## src/rtl/bootram_pkg.sv

```systemverilog
// Shared types and constants for the boot RAM sequencer and its arbiter.
package bootram_pkg;

  localparam int BYTES_PER_WORD = 4;
  localparam int RD_LATENCY     = 1;

  localparam logic [2:0] S_IDLE    = 3'd0;
  localparam logic [2:0] S_CPU_RD  = 3'd1;
  localparam logic [2:0] S_RD_TAIL = 3'd2;
  localparam logic [2:0] S_CPU_WR  = 3'd3;
  localparam logic [2:0] S_LDR_WR  = 3'd4;
  localparam logic [2:0] S_DONE    = 3'd5;

  typedef enum logic {
    OWN_CPU = 1'b0,
    OWN_LDR = 1'b1
  } owner_t;

endpackage

```

## src/rtl/bootram_rr_arb.sv

```systemverilog
// Two-requester round-robin arbiter (CPU vs loader); rr names who wins a tie.
module bootram_rr_arb
  import bootram_pkg::*;
(
  input  logic clk,
  input  logic reset,
  input  logic cpu_req,
  input  logic ldr_req,
  input  logic en,
  output logic cpu_gnt,
  output logic ldr_gnt,
  output logic rr
);

  assign cpu_gnt = cpu_req && (!ldr_req || rr == OWN_CPU);
  assign ldr_gnt = ldr_req && (!cpu_req || rr == OWN_LDR);

  // NOTE: sequential state is assigned with <= so every flop samples pre-edge values.
  always_ff @(posedge clk) begin
    if (reset) begin
      rr <= OWN_CPU;
    end else if (en && cpu_gnt) begin
      rr <= OWN_LDR;
    end else if (en && ldr_gnt) begin
      rr <= OWN_CPU;
    end
  end

endmodule

```

## src/rtl/bootram_seq.sv

```systemverilog
// Byte sequencer sharing one 2Kx8 boot RAM bank between a 32-bit CPU bus and a
// byte-wide loader. Optional write lock (ROM mode) via `define BOOTRAM_WR_LOCK_EN.
module bootram_seq
  import bootram_pkg::*;
#(
  parameter int ADDR_W = 11
) (
  input  logic              clk,
  input  logic              reset,
`ifdef BOOTRAM_WR_LOCK_EN
  input  logic              wr_lock,
`endif
  input  logic              mem_valid,
  output logic              mem_ready,
  input  logic [ADDR_W-1:0] mem_addr,
  input  logic [31:0]       mem_wdata,
  input  logic [3:0]        mem_wstrb,
  output logic [31:0]       mem_rdata,
  input  logic              ldr_valid,
  output logic              ldr_ready,
  input  logic [ADDR_W-1:0] ldr_addr,
  input  logic [7:0]        ldr_wdata,
  output logic              ram_ce,
  output logic              ram_oce,
  output logic              ram_wre,
  output logic [ADDR_W-1:0] ram_ad,
  output logic [7:0]        ram_din,
  input  logic [7:0]        ram_dout
);

  localparam logic [1:0] LAST_IDX = 2'(BYTES_PER_WORD - 1);

  logic [2:0]        state;
  logic [1:0]        idx;
  logic [1:0]        cap_idx;
  owner_t            owner;
  logic [ADDR_W-1:0] addr_q;
  logic [31:0]       wdata_q;
  logic [3:0]        wstrb_q;
  logic              lock_q;
  logic              lock_now;
  logic              cpu_gnt;
  logic              ldr_gnt;
  logic              rr;

`ifdef BOOTRAM_WR_LOCK_EN
  assign lock_now = wr_lock;
`else
  assign lock_now = 1'b0;
`endif

  bootram_rr_arb u_arb (
    .clk     (clk),
    .reset   (reset),
    .cpu_req (mem_valid),
    .ldr_req (ldr_valid),
    .en      (state == S_IDLE),
    .cpu_gnt (cpu_gnt),
    .ldr_gnt (ldr_gnt),
    .rr      (rr)
  );

  // RAM data lags the address by the read latency, so capture trails idx.
  assign cap_idx = idx - 2'(RD_LATENCY);
  assign ram_oce = 1'b1;

  always_ff @(posedge clk) begin
    if (reset) begin
      state     <= S_IDLE;
      idx       <= 2'd0;
      owner     <= OWN_CPU;
      addr_q    <= '0;
      wdata_q   <= '0;
      wstrb_q   <= '0;
      lock_q    <= 1'b0;
      mem_rdata <= '0;
    end else begin
      case (state)
        S_IDLE: begin
          idx <= 2'd0;
          if (cpu_gnt) begin
            owner   <= OWN_CPU;
            addr_q  <= mem_addr;
            wdata_q <= mem_wdata;
            wstrb_q <= mem_wstrb;
            lock_q  <= lock_now;
            state   <= (mem_wstrb == 4'b0000) ? S_CPU_RD : S_CPU_WR;
          end else if (ldr_gnt) begin
            owner   <= OWN_LDR;
            addr_q  <= ldr_addr;
            wdata_q <= {24'd0, ldr_wdata};
            wstrb_q <= 4'b0001;
            lock_q  <= lock_now;
            state   <= S_LDR_WR;
          end
        end
        S_CPU_RD: begin
          if (idx != 2'd0) mem_rdata[{cap_idx, 3'b000} +: 8] <= ram_dout;
          idx <= idx + 2'd1;
          if (idx == LAST_IDX) state <= S_RD_TAIL;
        end
        S_RD_TAIL: begin
          mem_rdata[31:24] <= ram_dout;
          state            <= S_DONE;
        end
        S_CPU_WR: begin
          idx <= idx + 2'd1;
          if (idx == LAST_IDX) state <= S_DONE;
        end
        S_LDR_WR: state <= S_DONE;
        default:  state <= S_IDLE;
      endcase
    end
  end

  // Outputs are decoded from state and forced idle during reset, so an aborted
  // access performs no further RAM cycle and issues no ready pulse.
  always_comb begin
    // NOTE: every output gets a default first so no latch is inferred.
    ram_ce    = 1'b0;
    ram_wre   = 1'b0;
    ram_ad    = '0;
    ram_din   = '0;
    mem_ready = 1'b0;
    ldr_ready = 1'b0;
    if (!reset) begin
      case (state)
        S_CPU_RD: begin
          ram_ce = 1'b1;
          ram_ad = {addr_q[ADDR_W-1:2], idx};
        end
        S_CPU_WR: begin
          ram_ce  = 1'b1;
          ram_ad  = {addr_q[ADDR_W-1:2], idx};
          ram_din = wdata_q[{idx, 3'b000} +: 8];
          ram_wre = wstrb_q[idx] && !lock_q;
        end
        S_LDR_WR: begin
          ram_ce  = 1'b1;
          ram_ad  = addr_q;
          ram_din = wdata_q[7:0];
          ram_wre = !lock_q;
        end
        S_DONE: begin
          mem_ready = (owner == OWN_CPU);
          ldr_ready = (owner == OWN_LDR);
        end
        default: ;
      endcase
    end
  end

endmodule

```

## config.mk

```make
export PLATFORM = sky130hd
export DESIGN_NAME = bootram_seq
export DESIGN_NICKNAME = d
export VERILOG_FILES = /design/src/rtl/bootram_pkg.sv /design/src/rtl/bootram_rr_arb.sv /design/src/rtl/bootram_seq.sv
export SDC_FILE = /design/constraint.sdc
export NUM_CORES = 1
export LEC_CHECK = 0
export BUFFER_PORTS_ARGS = -buffer_cell sky130_fd_sc_hd__clkbuf_2
export CAP_MARGIN = 30
export CORE_MARGIN = 3
export CORE_UTILIZATION = 25
export DETAILED_ROUTE_END_ITERATION = 8
export PLACE_DENSITY = 0.55
export RECOVER_POWER = 50
export SETUP_SLACK_MARGIN = 0.4
export SKIP_LAST_GASP = 1
export SLEW_MARGIN = 30
export SYNTH_ARGS = -nofsm -noshare
export SYNTH_HDL_FRONTEND = slang
export SYNTH_SLANG_ARGS = --single-unit
export TNS_END_PERCENT = 1
```

## constraint.sdc

```tcl
create_clock -name clk -period 5.35 [get_ports clk]
set_input_delay 0.2675 -clock clk [delete_from_list [all_inputs] [get_ports clk]]
set_output_delay 0.2675 -clock clk [all_outputs]
set_load 0.01 [all_outputs]
```

==> results of run 1 <==
## worst reg2reg max path, delay by kind of cell (launching register included)
family / cells / cell delay [ns]
flops: 1 / 0.51
simple gates: 1 / 0.19
buf+inv: 1 / 1.63
compound gates: 2 / 0.53
## cell usage in the layout, fill, tap and decap left out, types with 2 or more instances in the layout
| cell | n |
|---|---|
| clkbuf_2 | 99 |
| dfxtp_1 | 86 |
| a21oi_1 | 75 |
| clkbuf_1 | 34 |
| o21ai_0 | 33 |
| mux2i_1 | 27 |
| nand3_1 | 27 |
| nand4_1 | 24 |
| a211oi_1 | 21 |
| o21ai_1 | 20 |
| nor2_1 | 12 |
| and2_1 | 10 |
| mux4_2 | 9 |
| clkbuf_16 | 9 |
| inv_1 | 8 |
| a22o_1 | 8 |
| ha_1 | 5 |
| nor2b_1 | 4 |
| a32oi_1 | 3 |
| nor3b_2 | 3 |
| nand2_1 | 3 |
| and3_1 | 2 |
| nor3b_1 | 2 |
| a311oi_1 | 2 |
| nor3_1 | 2 |
| inv_6 | 2 |
| clkinvlp_4 | 2 |
| buf_4 | 2 |
## layout make-up
cell class	instances	share of cell area, %
multi-input cells	312	42.0
inverters	8	0.584
clock buffers	10	4.64
flip-flops and latches	86	33.5
well taps	216	5.25
repair buffers	137	12.7
clock inverters	6	1.31
## stage by stage
| step | utilization (%) | worst slack, ns |
|---|---|---|
| detailed placement | 30.3 | 2.66 |
| global route | 31.9 | 2.06 |
| CTS | 32.2 | 2.67 |
| finish | 31.9 | 2.40 |
| floorplan | - | 3.33 |
| global placement | 30.2 | 2.61 |
## registers in the layout, summed over array words and instances, names as in the netlist
| name | count |
|---|---|
| u_arb.rr | 1 |
| owner | 1 |
| mem_rdata | 32 |
| idx | 2 |
| wstrb_q | 4 |
| wdata_q | 32 |
| addr_q | 11 |
| state | 3 |
## metal layers
| metal | track usage (%) | share of wire [%] | wire, um |
|---|---|---|---|
| met1 | 19.8 | 48 | 6170 |
| met2 | 21.6 | 45 | 5790 |
| met3 | 1.89 | 5.8 | 744 |
| met4 | 4.93 | 0.97 | 125 |
| met5 | 0 | 0 | 0 |
## worst min path at each step
stage | start | to | slack, ns | depth (start not counted)
detailed placement | wdata_q[17] | wdata_q[17] | 0.47 | 2
global route | mem_wdata[20] | wdata_q[20] | 0.16 | 3
finish | mem_wdata[22] | wdata_q[22] | 0.17 | 3
CTS | mem_wdata[22] | wdata_q[22] | 0.16 | 3
floorplan | ldr_valid | u_arb.rr | 0.38 | 1
global placement | wdata_q[12] | wdata_q[12] | 0.46 | 2
## power breakdown
group / internal [W] / switching (W)
logic: 0.000320 / 0.000470
registers: 0.000780 / 0.000145
clock network: 0.000377 / 0.000265
total: 0.00148 / 0.000880
## cell families (layout without fill, tap and decap cells)
family | after synthesis | count (layout) | share of synthesized area [%]
multiplexers | 36 | 36 | 11.3
other | 1 | 1 | 0.0897
AO/OA/AOI/OAI | 170 | 170 | 23.4
buffers and inverters | 54 | 161 | 7.42
adder cells (fa/ha/maj) | 5 | 5 | 1.50
AND/OR/NAND/NOR | 100 | 100 | 15.1
flip-flops | 86 | 86 | 41.2
==> results by group, run 1 <==
Logic synthesis
  – Ys Warns: 0
  – Library cells used by synthesis: 47
  – Share of the synthesized area in the top cell type: 41.2%
  – Largest area contributor in the netlist: dfxtp_1
  – Most numerous cell in the Yosys netlist: dfxtp_1
  – Mapped Avg Cell Area: 9.25 um^2
  – Largest cells by area after synthesis: dfxtp_1 41%, a21oi_1 9.0%, mux2i_1 6.5%
  – Sequential area share after synthesis: approximately two fifths
  – Post-synthesis cell area: 4180 um^2
  – Yosys reg bits: between 80 and 90
  – Async SR Flop Fraction: 0%
  – Post-synth top cells: 86 x dfxtp_1, 75 x a21oi_1, 33 x o21ai_0
  – Cells after synthesis: between 400 and 500
  – Top FF cell, synth: dfxtp_1
  – Number of synthesized flops with an enable pin: 0
  – Post-synthesis net count: around 540

Cells and area
  – Non-Filler Instances: 775
  – Layout cells sized above 1: 25.0%
  – Area grow syn2layout: 23.0%
  – Ant. Diodes: 0
  – Layout Nets: 637
  – # fillers: 1770
  – Reg area: 1720 um^2
  – Multi-input gate area: around 2200 um^2
  – Final Cell Area: 5140 um^2

Timing
  – Final Hold Fails: 0
  – RSZ-0062 raised after global routing: false
  – # setup viols final: 0
  – Post-Route Setup TNS: 0 ns
  – Skew final: 0.00972 ns
  – Minimum clock period: 2.95 ns
  – Final period util: 55.2%
  – Hold slack: 0.167 ns
  – Slew margin rel.: -51.2%
  – Max-slew violations: 53
  – Worst-Margin Slew: 2.27 ns
  – Max Freq: 339 MHz

Clock tree
  – Clock Tree Buf Depth: 2
  – H-Tree Depth: 3
  – Total CTS buffers: 9
  – # hold bufs at CTS: 0
  – Clk Latency, worst-skew pair: 0.34 ns
  – Post-CTS setup buffers: 0
  – Clock Pin Slew Worst Setup and Hold Paths: roughly 0.07 ns
  – CTS tree: done
  – CTS-repair resized insts: 0
  – Sink Count: 86
  – Root buf cell: clkbuf_16

Placed design
  – GP Congestion: 0.729
  – Area of placed instances: 4890 um^2
  – Final HPWL DP: 9.17 mm
  – Placed cell count: 759
  – PortBufs: between 100 and 150

Critical path
  – Stages on worst setup path: 4
  – Critical-path cell list: nor3_4 -> clkbuf_1 -> a21oi_1 -> a311oi_1
  – Worst Path Class, Setup: register to register
  – Setup crit end kind: register
  – Slowest CP cell: clkbuf_1
  – Worst R2R Path Depth: 4
  – Largest stage delay, worst path: between 1.5 and 2 ns
  – Buf/Inv on CP: 1
  – Startpoint types: register
  – Crit path max fanout: 52
  – Crit Reg-Reg Endpoint: u_arb.rr
  – Crit path max-delay family: buffers and inverters
  – CP required: 5.58 ns
  – Worst Setup EP: u_arb.rr
  – Worst setup path startpoint: state[2]
  – Crit path DAT: 3.19 ns
  – Reg-to-reg slack, setup: 2.40 ns
  – FF-to-FF Start: state[2]

Floorplanning
  – Die H: ~140 um
  – Die area: 18300 um^2
  – Initial core utilization: 25.9%
  – # IOs: 134
  – # rows: 46
  – Core Area: 16100 um^2
  – Die X: ~140 um

Power and ir drop
  – Worst IR Drop VDD: 0.000167 V
  – Total power draw: 0.00236 W
  – Leak: approximately 1.9 nW
  – Pwr per Cell Area: 458 nW/um^2

Worst hold path
  – Min-Delay Path Class: input pin to register

Global route
  – First-pass GRT wire length: 20.2 mm
  – GRT overflow: 0
  – Total GRT Usage: 13.9%
  – Initial antenna violation count: 0
  – Vias in the first global route: 3755
  – Largest net degree at the start of global routing: 53

Routing
  – WL per Instance: 16.6 um
  – Vias: 3872
  – Post-route ant nets: 0
  – Final wirelength: approximately 13 mm
  – First-pass DRT Iterations: 4
  – Via-to-Cell Ratio: 5.00
  – # DRC: 0
  – DR iter-0 viols: ~280

Run status
  – Failing checks: capacitance limit, slew limit
  – Status: finished with violations

Flow run
  – Max_cap viols: 1
Power figures use the tool's default switching activity.
==> inputs of run 2 (changes only) <==
Clock period 5.35 ns to 3.05 ns, I/O delays scaled along.
==> run 2 against run 1 <==
- the flow now finishes without violations
- first-iteration DRC count rose by 38%
- core utilization is 0.19 points higher
- wire length fell by 1.6%
- largest power group unchanged
- critical path type is now register to output port
- via count is 0.59% lower
- critical path depth stayed put
==> results by group, run 2 (synthesis gave the netlist of run 1 again) <==
Clock tree
  – Root buf cell: clkbuf_16
  – CTS-repair resized insts: 0 (unchanged)
  – CTS tree: done
  – Clk Latency, worst-skew pair: 0.34 ns (about the same)
  – # hold bufs at CTS: 0 (unchanged)
  – Total CTS buffers: 9 (unchanged)
  – Post-CTS setup buffers: 0 (unchanged)
  – Clock Pin Slew Worst Setup and Hold Paths: 0.06 ns (about the same)
  – H-Tree Depth: 3 (unchanged)
  – Sink Count: 86 (unchanged)
  – Clock Tree Buf Depth: 2 (unchanged)

Critical path
  – Crit path DAT: 2.18 ns (-1.01 ns)
  – Startpoint types: register
  – Setup crit end kind: output port
  – Worst Path Class, Setup: register to output port
  – CP required: 2.90 ns (-2.68 ns)
  – Crit path max fanout: 13 (-75%)

Power and ir drop
  – Pwr per Cell Area: 808 nW/um^2 (+76%)
  – Worst IR Drop VDD: 0.000296 V (+77%)
  – Clk pwr share: 28.3% (+1.1 points)
  – Reg power frac: 37.9% (-1.4 points)
  – Sw power: 0.00153 W (+74%)
  – Combinational Power Share: 33.9% (+0.4 points)
  – Leak: 1.95 nW (+1.1%)
  – Sw Ratio: 36.6% (-0.73 points)
  – Internal power: 0.00265 W (+79%)

Routing
  – WL per Instance: 16.2 um (-1.9%)
  – Final wirelength: 12.6 mm (-1.6%)
  – Post-route ant nets: 0 (unchanged)
  – # DRC: 0 (unchanged)
  – Via-to-Cell Ratio: 4.95 (-0.85%)
  – Vias: 3849 (-0.59%)
  – DR iter-0 viols: 385 (+38%)
  – First-pass DRT Iterations: 4 (unchanged)

Timing
  – Slew margin rel.: 27.8% (+79 points)
  – Final period util: 76.6%
  – RSZ-0062 raised after global routing: false
  – Final Hold Fails: 0 (unchanged)
  – Minimum clock period: 2.34 ns
  – Max Freq: around 430 MHz
  – Worst-Margin Slew: 1.08 ns (-1.19 ns)
  – # setup viols final: 0 (unchanged)
  – Post-Route Setup TNS: 0 ns (unchanged)
  – Max-slew violations: 0 (-100%)
  – Final worst slack: 0.713 ns (-1.68 ns)
  – Skew final: 0.00770 ns (-0.00202 ns)

Placed design
  – PortBufs: 132 (unchanged)
  – GP Congestion: 0.718 (-1.6%)
  – Final HPWL DP: 9.13 mm (-0.48%)
  – Post-place setup slack: 0.972 ns (-1.69 ns)

Cells and area
  – Ant. Diodes: 0 (unchanged)
  – Largest registers: mem_rdata (32), wdata_q (32), addr_q (11)
  – Area grow syn2layout: 23.8%
  – Layout cells sized above 1: 25.5% (+0.45 points)
  – # fillers: 1720 (-2.8%)
  – Highest-count cells in the layout ignoring fill and taps: 100 x clkbuf_2, 86 x dfxtp_1, 75 x a21oi_1
  – Layout Nets: 639 (+0.31%)
  – Commonest non-fill, non-tap cell in the layout: clkbuf_2
  – Post-layout util: 32.1% (+0.19 points)

Floorplanning
  – # IOs: 134 (unchanged)
  – # rows: 46 (unchanged)
  – Die H: 135 um (unchanged)
  – Core Area: 16100 um^2 (unchanged)
  – Die X: 135 um (unchanged)
  – Die area: 18300 um^2 (unchanged)
  – Initial core utilization: 25.9% (unchanged)

Flow run
  – Max_cap viols: 0 (-1)

Global route
  – First-pass GRT wire length: 19.9 mm (-1.7%)
  – GRT overflow: 0 (unchanged)
  – Total GRT Usage: 13.7% (-0.23 points)
  – Largest net degree at the start of global routing: 61 (+15%)
  – Vias in the first global route: 3726 (-0.77%)
  – Initial antenna violation count: 0 (unchanged)

Run status
  – Status: completed

Worst hold path
  – Min-Delay Path Class: input pin to register
==> run 2: area by class of cell <==
class | count | area (um^2) | area share (%)
repair buffers | 139 | 669 | 12.9
clock inverters | 7 | 97.6 | 1.89
flip-flops and latches | 86 | 1720 | 33.3
clock buffers | 9 | 225 | 4.35
inverters | 8 | 30.0 | 0.580
multi-input cells | 312 | 2160 | 41.8
well taps | 216 | 270 | 5.22
==> run 2: routing by layer <==
layer / routed length (um) / part of all wire [%] / up-vias / track usage [%]
met5: 0 / 0 / - / 0
met4: 116 / 0.92 / 0 / 3.42
met3: 1170 / 9.3 / 10 / 4.94
met2: 5670 / 45 / 149 / 20.6
met1: 5660 / 45 / 1787 / 18.6
li1: - / - / 1903 / -
==> run 2: path summary, 6_finish.rpt <==
path	startpoint	endpoint	slack [ns]	depth (start not counted)
worst max-delay path	state[0]	ram_din[0]	0.71	4
worst min register to register	wdata_q[24]	wdata_q[24]	0.47	2
worst max register to register	state[2]	state[1]	0.93	4
worst min-delay path	mem_wdata[21]	wdata_q[21]	0.05	3
==> run 2: worst max-delay path, cell delays in order (launching register included) <==
cell and delay (ns):
dfxtp_1 0.61, nand2b_1 0.24, nor3b_2 0.59, a22o_1 0.27
clkbuf_2 0.15
==> run 2: stage by stage <==
step	power, W	hold slack (ns)	instance area [um^2]	instances
after CTS	0.00424	0.0408	5220	777
after global placement	0.00300	0.402	4890	761
after detailed placement	0.00305	0.401	4900	761
after floorplan	0.00279	0.269	4180	452
after global routing	0.00448	0.0412	5180	777
final	0.00418	0.0463	5180	777
==> run 2: power by group through the flow <==
stage	Sequential (W)	Combinational, W	Clock, W
6_report	0.00158	0.00142	0.00118
5_1_grt	0.00162	0.00160	0.00126
4_1_cts	0.00158	0.00144	0.00121
3_5_place_dp	0.00160	0.00144	0
3_3_place_gp	0.00159	0.00141	0
2_1_floorplan	0.00150	0.00128	0
